$ cat src/rtl/alu4_pkg.sv
// rtl/alu4_pkg.sv - opcodes, flag bit positions and buffer entry type for the ALU4 result stage
package alu4_pkg;

  localparam logic [1:0] OP_XOR = 2'b00;
  localparam logic [1:0] OP_AND = 2'b01;
  localparam logic [1:0] OP_OR  = 2'b10;
  localparam logic [1:0] OP_ADD = 2'b11;

  // Flag positions inside the {P,N,C,Z} nibble, MSB first
  localparam int FLAG_P = 3;
  localparam int FLAG_N = 2;
  localparam int FLAG_C = 1;
  localparam int FLAG_Z = 0;

  typedef struct packed {
    logic [3:0] res;
    logic [3:0] flags;
  } entry_t;

endpackage

$ cat src/rtl/alu4_flag_gen.sv
// rtl/alu4_flag_gen.sv - combinational N/C/Z flags, plus P when ALU4_PARITY_EN is defined
module alu4_flag_gen
  import alu4_pkg::*;
(
  input  logic [3:0] res,
  input  logic       cout,
  input  logic [1:0] op,
`ifdef ALU4_PARITY_EN
  output logic       p,
`endif
  output logic [2:0] nzc
);

  always_comb begin
    nzc         = '0;
    nzc[FLAG_N] = res[3];
    nzc[FLAG_C] = (op == OP_ADD) ? cout : 1'b0;
    nzc[FLAG_Z] = (res == 4'b0000);
  end

`ifdef ALU4_PARITY_EN
  assign p = ^res;
`endif

endmodule

$ cat src/rtl/alu4_result_stage.sv
// rtl/alu4_result_stage.sv - DEPTH-entry result buffer storing ALU results with flags
// Optional parity flag storage enabled by macro ALU4_PARITY_EN.
module alu4_result_stage
  import alu4_pkg::*;
#(
  parameter int DEPTH = 2
) (
  input  logic       clk,
  input  logic       rst_n,
  input  logic       in_valid,
  output logic       in_ready,
  input  logic [3:0] in_res,
  input  logic       in_cout,
  input  logic [1:0] in_op,
  output logic       out_valid,
  input  logic       out_ready,
  output logic [3:0] out_res,
  output logic [3:0] out_flags,
  output logic [2:0] count
);

  localparam int         PW      = $clog2(DEPTH);
  localparam logic [2:0] DEPTH_C = 3'(DEPTH);

  if (DEPTH != 2 && DEPTH != 4) begin : g_bad_depth
    $error("alu4_result_stage: DEPTH must be 2 or 4");
  end

  logic [PW-1:0] wr_ptr;
  logic [PW-1:0] rd_ptr;
  logic [3:0]    res_mem [DEPTH];
  logic [2:0]    nzc_mem [DEPTH];
  logic [2:0]    new_nzc;
  logic          push;
  logic          pop;
  entry_t        head;

`ifdef ALU4_PARITY_EN
  logic          p_mem   [DEPTH];
  logic          new_p;
`endif

  alu4_flag_gen u_flag_gen (
    .res  (in_res),
    .cout (in_cout),
    .op   (in_op),
`ifdef ALU4_PARITY_EN
    .p    (new_p),
`endif
    .nzc  (new_nzc)
  );

  // Handshakes depend only on registered occupancy, so out_ready never reaches in_ready
  assign in_ready  = (count < DEPTH_C);
  assign out_valid = (count != 3'd0);
  assign push      = in_valid && in_ready;
  assign pop       = out_valid && out_ready;

  always_ff @(posedge clk or negedge rst_n) begin
    if (!rst_n) begin
      wr_ptr <= '0;
      rd_ptr <= '0;
      count  <= 3'd0;
    end else begin
      if (push) wr_ptr <= wr_ptr + 1'b1;
      if (pop)  rd_ptr <= rd_ptr + 1'b1;
      case ({push, pop})
        2'b10:   count <= count + 3'd1;
        2'b01:   count <= count - 3'd1;
        default: count <= count;
      endcase
    end
  end

  // Payload storage needs no reset: the head is masked whenever the buffer is empty
  always_ff @(posedge clk) begin
    if (push) begin
      res_mem[wr_ptr] <= in_res;
      nzc_mem[wr_ptr] <= new_nzc;
`ifdef ALU4_PARITY_EN
      p_mem[wr_ptr]   <= new_p;
`endif
    end
  end

  always_comb begin
    head = '0;
    if (out_valid) begin
      head.res   = res_mem[rd_ptr];
`ifdef ALU4_PARITY_EN
      head.flags = {p_mem[rd_ptr], nzc_mem[rd_ptr]};
`else
      head.flags = {1'b0, nzc_mem[rd_ptr]};
`endif
    end
  end

  assign out_res   = head.res;
  assign out_flags = head.flags;

endmodule
$ cat config.mk
export PLATFORM = sky130hd
export DESIGN_NAME = alu4_result_stage
export DESIGN_NICKNAME = d
export VERILOG_FILES = /design/src/rtl/alu4_pkg.sv /design/src/rtl/alu4_flag_gen.sv /design/src/rtl/alu4_result_stage.sv
export SDC_FILE = /design/constraint.sdc
export NUM_CORES = 1
export LEC_CHECK = 0
export BUFFER_PORTS_ARGS = -buffer_cell sky130_fd_sc_hd__buf_4
export CAP_MARGIN = 20
export CORE_ASPECT_RATIO = 0.8
export CORE_MARGIN = 3
export CORE_UTILIZATION = 42
export CTS_CLUSTER_SIZE = 10
export DETAILED_ROUTE_END_ITERATION = 6
export GPL_TIMING_DRIVEN = 0
export MAX_ROUTING_LAYER = met4
export PLACE_DENSITY = 0.68
export SLEW_MARGIN = 40
export SYNTH_ARGS = -nofsm -noshare
export SYNTH_HDL_FRONTEND = slang
export SYNTH_SLANG_ARGS = --single-unit
$ cat constraint.sdc
create_clock -name clk -period 3.51 [get_ports clk]
set_input_delay 0.5265 -clock clk [delete_from_list [all_inputs] [get_ports clk]]
set_output_delay 0.5265 -clock clk [all_outputs]
set_load 0.05 [all_outputs]
== Yosys cells after proc, flatten, opt, wreduce, memory -nomap -nowiden ==
Memories as Yosys holds them, arrays and structs flattened.
Cells that the tools add are included.
Operators by class
  mux-type cells: 5
  $add $sub $neg: 4
  reductions and logical operators: 5
  equality and inequality tests: 3
  $lt $le $gt $ge: 1
Operator list (number)
  8-bit 2-to-1 mux: 1
  3-bit case mux with 2 select lines: 1
  2-bit equality test (second input constant): 2
  4-bit logical NOT: 1
  3-bit by 1-bit adder with 3-bit output (second input constant): 1
  3-bit by 2-bit less-than comparator with 1-bit output (second input constant): 1
  1-bit 2-to-1 mux: 3
  3-bit nonzero test: 1
  3-bit by 1-bit subtractor with 3-bit output (second input constant): 1
  1-bit adder (second input constant): 2
  2-bit by 1-bit equality test with 1-bit output (second input constant): 1
  1-bit logical AND: 2
  2-bit nonzero test: 1
Storage, ports and cells
  bits in registers: 5
  memories: 2
  memory bits (writable): 14
Memory list
  res_mem: depth 2, width 4, rd ports 1, clocked after memory_dff 0, write ports 1, line alu4_result_stage.sv:31  | logic [3:0] res_mem [DEPTH];
  nzc_mem: depth 2, width 3, rd ports 1, clocked after memory_dff 0, write ports 1, line alu4_result_stage.sv:32  | logic [2:0] nzc_mem [DEPTH];

== Depth between registers and ports, before layout ==
Gate-level depths: netlist of the first run.
  depth after elaboration: 4
  mapped depth: 9
  depth with buffers taken out: 9

== By module ==
Synthesis of the first run repeated with hierarchy kept, for this count alone.
Second synthesis, totals
  cell total of the unflattened synthesis: 58
  area, all modules: 832.0 um^2
Modules (own cells, without submodules)
  alu4_result_stage: area each 805.8 um^2, cells an instance 55, times used 1
  alu4_flag_gen: area each 26.3 um^2, cells an instance 3, times used 1

== Worst setup path after synthesis of the first run ==
No wires, ideal clock.
  path type: reg2reg
  from: register count[2]
  to: register count[2]
  cell stages (with the launch flop): 9
  arrival time: 2437 ps
  path buffers: 0
  setup slack: 925 ps
  cells stage by stage: dfrtp_1 nor2_1 nand2_1 ha_1 inv_1 fa_1 xor2_1 nor2_1 xor2_1
On the way
  word-level cells in the longest chain between the ends: 4
  elaborated cells between the ends (all ways): 10
Ends and longest elaborated chain
  start, declared: line alu4_result_stage.sv:19  | output logic [2:0] count
  start signal, assigned: line alu4_result_stage.sv:68  | 2'b10: count <= count + 3'd1;
  start signal, assigned: line alu4_result_stage.sv:69  | 2'b01: count <= count - 3'd1;
  start signal, assigned: line alu4_result_stage.sv:70  | default: count <= count;
  3-bit by 2-bit less-than comparator with 1-bit output *: line alu4_result_stage.sv:54  | assign in_ready = (count < DEPTH_C);
  via in_ready: line alu4_result_stage.sv:11  | output logic in_ready,
  1-bit logical AND *: line alu4_result_stage.sv:56  | assign push = in_valid && in_ready;
  2-bit by 1-bit equality test with 1-bit output or 2-bit equality test (tied branches): line alu4_result_stage.sv:67  | case ({push, pop})
  3-bit case mux with 2 select lines or 2-bit nonzero test (tied branches)
The timed path passes the listed nets; every way through them passes the cells marked *.
A chain may end at the register's enable or synchronous reset.

== Worst setup path after layout of the first run ==
  from: register count[0]
  to: output out_res[3]
On the way
  word-level cells in the longest chain between the ends: 2
Ends and longest elaborated chain
  3-bit nonzero test: line alu4_result_stage.sv:55  | assign out_valid = (count != 3'd0);
  8-bit 2-to-1 mux: line alu4_result_stage.sv:88  | if (out_valid) begin
  end, declared: line alu4_result_stage.sv:17  | output logic [3:0] out_res,
Every way passes these cells.

==> flow_summary.ini, run 1 <==
[synth]
synth_edf_count = 12
synth_nets = 67
ys_seq_area_frac = 0.646
synth_fa_ha_area_frac = 0.0433
netlist-cell-type-count = 18
synth_xor_area_frac = 0.0582
yosys.area_share.simple = 0.108
muxShareOfSynthArea = 0.0932
async_reset_ff_frac = 0.294
ys_top_cells_by_count = edfxtp_1 (12), nor2_1 (9), mux2i_1 (7)
yosys_warnings = 0
synth_cells = 54
postSynthAreaPerCell_um2 = 13.9
ys_ff_latch = 17
syn_area_um2 = 752
netlist_top_cells_area = edfxtp_1 (48%), dfrtp_1 (17%), mux2i_1 (9.3%)
synth_top_area_frac = 0.479
synth_compound_area_frac = 0
synth_top_area_cell = edfxtp_1
yosysMostFrequentCell = edfxtp_1
synth_top_family_by_area = simple AND/OR/NAND/NOR gates
ys.flop_type = edfxtp_1

[critical_path]
cp-end-kind = output pin
required_ns = 2.98
path_max_fanout = 7
startpoint_type = flip-flop
arrival_ns = 1.54
critPathKind = reg -> out

[cts]
cts.sinks = 17
clockBufferDepth = 2
cts-root-buf = clkbuf_4
cts_buffers = 3
cts_setup_buffers = 0
htreeDepth = 1
path_clk_slew_ns = 0.09
clk_latency_ns = 0.28
ctsHoldBuffers = 0
tritoncts = done
cts.repair.resized = 0

[drt]
drt_iter0_drc = 6
vias = 455
drc = 0
dr.pass1.iters = 3
ant_nets = 0
routed_wl_mm = 1.20
wire_per_inst_um = 11.8
via_per_inst = 4.46

[sta]
clock_skew_ns = 0.00331
tns_ns = 0
period_minus_slack_ns = 2.06
setup_violations = 0
tightest_slew_ns = 0.523
slew_violations = 0
timing.fmax_mhz = 484
rsz0062_at_grt = no
hold_violations = 0
period_share = 0.588
maxSlewHeadroom = 0.650

[place]
place_inst = 98
dpl.hpwl_um = 953
port_buffers = 22
place_congestion = 0.730

[run]
cap_viol_max_count = 0

[global_routing]
antenna_found_initial = 0
grt_overflow = 0
first_global_vias = 411
grt_pass1_wl_mm = 1.93
grt_usage = 0.129
grt_max_degree = 10

[floorplan]
dieArea_um2 = 2340
fp.coreArea_um2 = 1660
start_util = 0.453
die_w_um = 53.3
ios = 24
num_rows = 13
die_h_um = 43.8

[finish]
layout.nets = 94
layout.cells.non_filler = 102
area_growth_pct = 29.1
antennaDiodeCount = 0
layout-drive-gt1-share = 0.388
fin_util = 0.585

[status]
status = complete, no violations

[min_path]
min_path_type = in -> async
==> cells by family after synthesis <==
group         after synthesis
simple gates               15
flops                      17
other cells                 1
mux                         7
fa+ha+maj                   2
xor+xnor                    5
buf+inv                     7
==> critical path: stages (launching register included) <==
cell and delay, ns:
dfrtp_1 0.46, nor3_4 0.37, nor2_1 0.11, buf_4 0.14
buf_4 0.18
==> final timing paths <==
| path | from | to | slack (ns) | cells after the start |
|---|---|---|---|---|
| min in group clk | in_res[3] | res_mem[1][3] | 0.43 | 1 |
| max reg2reg | count[0] | count[2] | 1.53 | 9 |
| min | rst_n | count[1] | 0.02 | 1 |
| max | count[0] | out_res[3] | 1.45 | 4 |
| max in group asynchronous | rst_n | rd_ptr | 3.38 | 1 |
| min reg2reg | wr_ptr | wr_ptr | 0.50 | 1 |
==> placed cells by master (no fill, tap or decap) <==
| cell type | synthesis | final |
|---|---|---|
| buf_4 | 2 | 24 |
| edfxtp_1 | 12 | 12 |
| nor2_1 | 9 | 9 |
| mux2i_1 | 7 | 7 |
| dfrtp_1 | 5 | 5 |
| inv_1 | 3 | 3 |
| xor2_1 | 3 | 3 |
| clkbuf_4 | 0 | 3 |
| and3_1 | 2 | 2 |
| xnor2_1 | 2 | 2 |
| nor3_4 | 1 | 1 |
| inv_2 | 1 | 1 |
| buf_2 | 1 | 1 |
| and2_4 | 1 | 1 |
| nand2_1 | 1 | 1 |
| nor4_1 | 1 | 1 |
| fa_1 | 1 | 1 |
| ha_1 | 1 | 1 |
| conb_1 | 1 | 1 |
| clkbuf_1 | 0 | 1 |
==> state kept, by name, summed over array words and instances, names as in the netlist <==
signal   count
rd_ptr       1
res_mem      7
nzc_mem      5
wr_ptr       1
count        3
==> per-stage QoR <==
step	instance area (um2)	hold WS, ns	setup slack (ns)
6_report	971	0.0235	1.45
2_1_floorplan	752	0.231	0.925
3_3_place_gp	945	0.332	1.53
4_1_cts	971	0.0184	1.41
3_5_place_dp	945	0.332	1.52
5_1_grt	971	0.00560	1.31
==> layout make-up <==
type	count	area, um2
timing repair buffer	22	165
inverter	4	15.0
fill	146	688
clock buffer	4	26.3
multi-input combinational	30	231
buffer	3	20.0
sequential	17	485
tap	22	27.5
==> layer usage <==
layer	vias to the layer above	track usage	wire length [um]
met5	-	-	0
met4	0	0.0459	9
met3	2	0.0619	77
met2	14	0.183	555
met1	206	0.160	556
li1	233	-	-
Power of run 1 is not shown: default switching activity piles up to over one toggle a cycle in this logic, so the estimate is an artifact.
==> run 2: changes to the inputs <==
==> constraint.sdc (replaced) <==
create_clock -name clk -period 1.9 [get_ports clk]
set_input_delay 0.285 -clock clk [delete_from_list [all_inputs] [get_ports clk]]
set_output_delay 0.285 -clock clk [all_outputs]
set_load 0.05 [all_outputs]
==> flow_summary.ini, run 2 (synthesis gave the netlist of run 1 again) <==
[critical_path]
cp-end-kind = flip-flop
regToRegSetupSlack_ns = 0.1
critPathMaxStageDelay_ns = 0.44
arrival_ns = 1.99
required_ns = 2.08
crit_family = flip-flops
reg2reg_to = count[2]
crit_buf_inv = 3
reg2reg_depth = 10
path_max_fanout = 2
r2r-start = count[0]
cp_slowest_cell = dfrtp_2
path_cells = nor3_4 -> buf_6 -> inv_4 -> and2_4 -> ha_4 -> inv_2 -> fa_2 -> xor2_1 -> nor2_1 -> xor2_1
crit_top_cell = xor2_1
startpoint_type = flip-flop
critPathKind = reg -> reg

[global_routing]
use_met2 = 0.208
grt_max_degree = 11
grt.busiest_layer = met2
met1_usage = 0.168
grt_overflow = 0
grt_pass1_wl_mm = 2.14
antenna_found_initial = 0
first_global_vias = 490
grt_usage = 0.146
use_met3 = 0.0619

[sta]
clock_skew_ns = 0.00540
tightest_slew_ns = 0.516
timing.fmax_mhz = 554
period_share = 0.950
slew_violations = 0
rsz0062_at_grt = no
maxSlewHeadroom = 0.655
period_minus_slack_ns = 1.80
setup_violations = 0
whs_ns = 0.174
hold_violations = 0

[min_path]
hold_depth = 1
hp-start = in_res[0]
min_path_type = in -> reg
hold_end = res_mem[0][0]

[pwr]
ir_worst_vdd_mv = 1.22
pwr-share-clk = 0.091
p_switching_uw = 982
swShare = 0.472
internal-power_uw = 1100
comb_power_share = 0.632
seqPwrFrac = 0.276
leakagePower_uw = 0.000495
power_density_nw_per_um2 = 1900

[floorplan]
die_h_um = 43.8
dieArea_um2 = 2340
start_util = 0.453
ios = 24
fp.coreArea_um2 = 1660
die_w_um = 53.3
num_rows = 13

[finish]
area.sequential_um2 = 489
layout_commonest_cell = buf_4
largest_reg_flops = 7
fin_area_um2 = 1090
multi_input_area_um2 = 256
regMostFlops = res_mem
area_growth_pct = 45.3
antennaDiodeCount = 0
fin_util = 0.658
reg.largest.list = res_mem: 7 flops, nzc_mem: 5 flops, count: 3 flops
layout.nets = 105
layout-drive-gt1-share = 0.549
final_cell_mix = buf_4 (33), edfxtp_1 (12), nor2_1 (8)
layout.cells.non_filler = 113
fill_cells = 133

[place]
port_buffers = 22
dpl.hpwl_um = 953
place_congestion = 0.714
post_dp_cell_area_um2 = 973
place_inst = 98

[drt]
drt_iter0_drc = 14
drc = 0
ant_nets = 0
wire_per_inst_um = 12.7
routed_wl_mm = 1.44
vias = 530
dr.pass1.iters = 4
via_per_inst = 4.69

[cts]
cts_buffers = 3
path_clk_slew_ns = 0.09
clockBufferDepth = 2
tritoncts = done
clk_latency_ns = 0.30
cts.sinks = 17
cts-root-buf = clkbuf_4
htreeDepth = 1

[status]
status = complete, no violations

[run]
cap_viol_max_count = 0
[run 2: changes by cell type in the layout (fill, tap and decap cells not counted), sizes merged]
cell | previous run | this run
dlygate4sd3 | 0 | 1
buf | 25 | 35
clkinv | 0 | 1
clkbuf | 4 | 3
[run 2: layout make-up]
cell class / count / share of cell area
sequential: 17 / 0.448
multi-input combinational: 30 / 0.235
timing repair buffer: 33 / 0.233
tap: 22 / 0.0252
clock buffer: 3 / 0.0206
buffer: 3 / 0.0183
inverter: 4 / 0.0160
clock inverter: 1 / 0.00458
[run 2: per-stage QoR]
stage	total power, uW	setup WS (ns)	TNS [ns]
after floorplan	1440	-0.144	-0.368
after global placement	1720	-0.0102	-0.0102
after detailed placement	1730	-0.00604	-0.00604
after CTS	1970	0.0417	0
after global routing	2210	0.00789	0
final	2080	0.0951	0
[run 2: timing repair]
item | 4_1_cts | 5_1_grt
endpoints found under the setup margin | 3 | 2
gates resized for setup | 0 | 2
pin swaps | 1 | 5
setup buffers | 3 | 7
hold buffers | 1 | 0
endpoints found under the hold margin | 5 | 0
[run 2: metal layers]
metal	share of wire	wire length, um	vias to the layer above
li1	-	-	252
met1	0.42	605	252
met2	0.49	704	22
met3	0.065	93	4
met4	0.024	34	0
met5	0	0	-
[run 2: worst reg2reg max path, stage by stage (launching register included)]
cell	delay [ns]
dfrtp_2	0.44
nor3_4	0.22
buf_6	0.13
inv_4	0.03
and2_4	0.14
ha_4	0.16
inv_2	0.05
fa_2	0.18
xor2_1	0.13
nor2_1	0.06
xor2_1	0.15
[run 2: power groups by stage]
| stage | combinational (uW) | sequential, uW | clock, uW |
|---|---|---|---|
| finish | 1310 | 575 | 190 |
| global route | 1410 | 583 | 217 |
| CTS | 1170 | 594 | 197 |
| detailed placement | 1130 | 601 | 0 |
| global placement | 1120 | 596 | 0 |
| floorplan | 734 | 702 | 0 |
[run 2: how the worst max path moves through the flow]
stage	depth (start not counted)	endpoint	start	slack (ns)
6_report	10	count[2]	count[0]	0.1
2_1_floorplan	9	count[2]	count[1]	-0.14
3_3_place_gp	9	count[2]	count[1]	-0.01
4_1_cts	10	count[2]	count[2]	0.04
3_5_place_dp	9	count[2]	count[1]	-0.006
5_1_grt	10	count[2]	count[0]	0.008
(Power assumes the default switching activity.)
==> run 3: changes to the inputs <==
--- a/config.mk
+++ b/config.mk
@@ -9,12 +9,13 @@
 export CAP_MARGIN = 20
 export CORE_ASPECT_RATIO = 0.8
 export CORE_MARGIN = 3
-export CORE_UTILIZATION = 42
+export CORE_UTILIZATION = 40
 export CTS_CLUSTER_SIZE = 10
 export DETAILED_ROUTE_END_ITERATION = 6
 export GPL_TIMING_DRIVEN = 0
 export MAX_ROUTING_LAYER = met4
-export PLACE_DENSITY = 0.68
+export PLACE_DENSITY = 0.65
+export RECOVER_POWER = 50
 export SLEW_MARGIN = 40
 export SYNTH_ARGS = -nofsm -noshare
 export SYNTH_HDL_FRONTEND = slang
==> flow_summary.ini, run 3 (synthesis gave the netlist of run 1 again) <==
[critical_path]
critPathKind = reg -> out
startpoint_type = flip-flop
cp-end-kind = output pin
path_max_fanout = 4
required_ns = 1.62
arrival_ns = 1.52

[finish]
layout.nets = 98
largest_reg_flops = 7
area_growth_pct = 32.8
fill_cells = 144
layout-drive-gt1-share = 0.393
layout.cells.non_filler = 106
fin_util = 0.590
layout_commonest_cell = buf_4
reg.largest.list = res_mem: 7 flops, nzc_mem: 5 flops, count: 3 flops
antennaDiodeCount = 0
final_cell_mix = buf_4 (19), edfxtp_1 (12), nor2_1 (9)
regMostFlops = res_mem

[sta]
maxSlewHeadroom = 0.606
rsz0062_at_grt = no
hold_violations = 0
setup_violations = 0
period_share = 0.951
period_minus_slack_ns = 1.81
timing.fmax_mhz = 553
tightest_slew_ns = 0.593
slew_violations = 0
clock_skew_ns = 0.00548

[floorplan]
ios = 24
fp.coreArea_um2 = 1690
dieArea_um2 = 2440
die_h_um = 44.8
start_util = 0.445
num_rows = 13
die_w_um = 54.5

[drt]
drc = 0
vias = 487
routed_wl_mm = 1.32
ant_nets = 0
wire_per_inst_um = 12.4
via_per_inst = 4.59
dr.pass1.iters = 4
drt_iter0_drc = 6

[place]
place_inst = 98
place_congestion = 0.728
dpl.hpwl_um = 981
port_buffers = 22

[global_routing]
grt_overflow = 0
grt_max_degree = 11
grt_pass1_wl_mm = 2.12
antenna_found_initial = 0
grt_usage = 0.137
first_global_vias = 479

[cts]
tritoncts = done
htreeDepth = 1
cts.sinks = 17
clockBufferDepth = 2
cts-root-buf = clkbuf_4
cts_buffers = 3
cts.repair.resized = 0
clk_latency_ns = 0.28
path_clk_slew_ns = 0.09

[run]
cap_viol_max_count = 0

[status]
status = complete, no violations

[min_path]
min_path_type = in -> reg
## run 3: cell type report
| class | count | area [um2] | share of cell area |
|---|---|---|---|
| Clock inverter | 1 | 5.00 | 0.00501 |
| Timing Repair Buffer | 26 | 171 | 0.172 |
| Sequential cell | 17 | 488 | 0.489 |
| Multi-Input combinational cell | 30 | 246 | 0.247 |
| Tap cell | 22 | 27.5 | 0.0276 |
| Buffer | 3 | 20.0 | 0.0201 |
| Inverter | 4 | 17.5 | 0.0175 |
| Clock buffer | 3 | 22.5 | 0.0226 |
## run 3: timing repair
item | 4_1_cts | 5_1_grt
pin swaps | 1 | 1
hold endpoints to repair | 5 | 0
buffers inserted | 2 | 1
hold buffers | 1 | 0
gates cloned | 0 | 0
endpoints found under the setup margin | 3 | 2
## run 3: per-layer routing
layer / vias up / wire [um] / global-route usage
met3: 0 / 81 / 0.0594
met1: 231 / 590 / 0.166
met5: - / 0 / -
li1: 239 / - / -
met4: 0 / 0 / 0.0299
met2: 17 / 647 / 0.212
## run 3: path summary, 6_finish.rpt
path | slack [ns] | cells after the start | to | start
max | 0.09 | 5 | out_res[3] | count[1]
min | 0.23 | 1 | res_mem[0][0] | in_res[0]
max reg2reg | 0.13 | 9 | count[2] | count[1]
min reg2reg | 0.50 | 1 | wr_ptr | wr_ptr
max in group asynchronous | 1.24 | 2 | count[2] | rst_n
min in group asynchronous | 0.40 | 2 | rd_ptr | rst_n
## run 3: stage by stage
stage	setup TNS [ns]	hold slack (ns)	instance area [um2]	setup WS, ns
after detailed placement	-0.0264	0.0965	973	-0.0264
after global routing	0	0.231	998	0.0169
after global placement	-0.0156	0.0937	973	-0.0156
final	0	0.230	998	0.0930
after floorplan	-0.368	-0.0106	781	-0.144
after CTS	0	0.184	1030	0.0659
## run 3: worst max-delay path, cell delays in order, from the launching register on
cell     delay (ns)
dfrtp_2        0.46
nor3_4         0.25
buf_4          0.17
nor2_1         0.06
buf_4          0.13
buf_4          0.18
Power of run 3 is left out for the same reason.
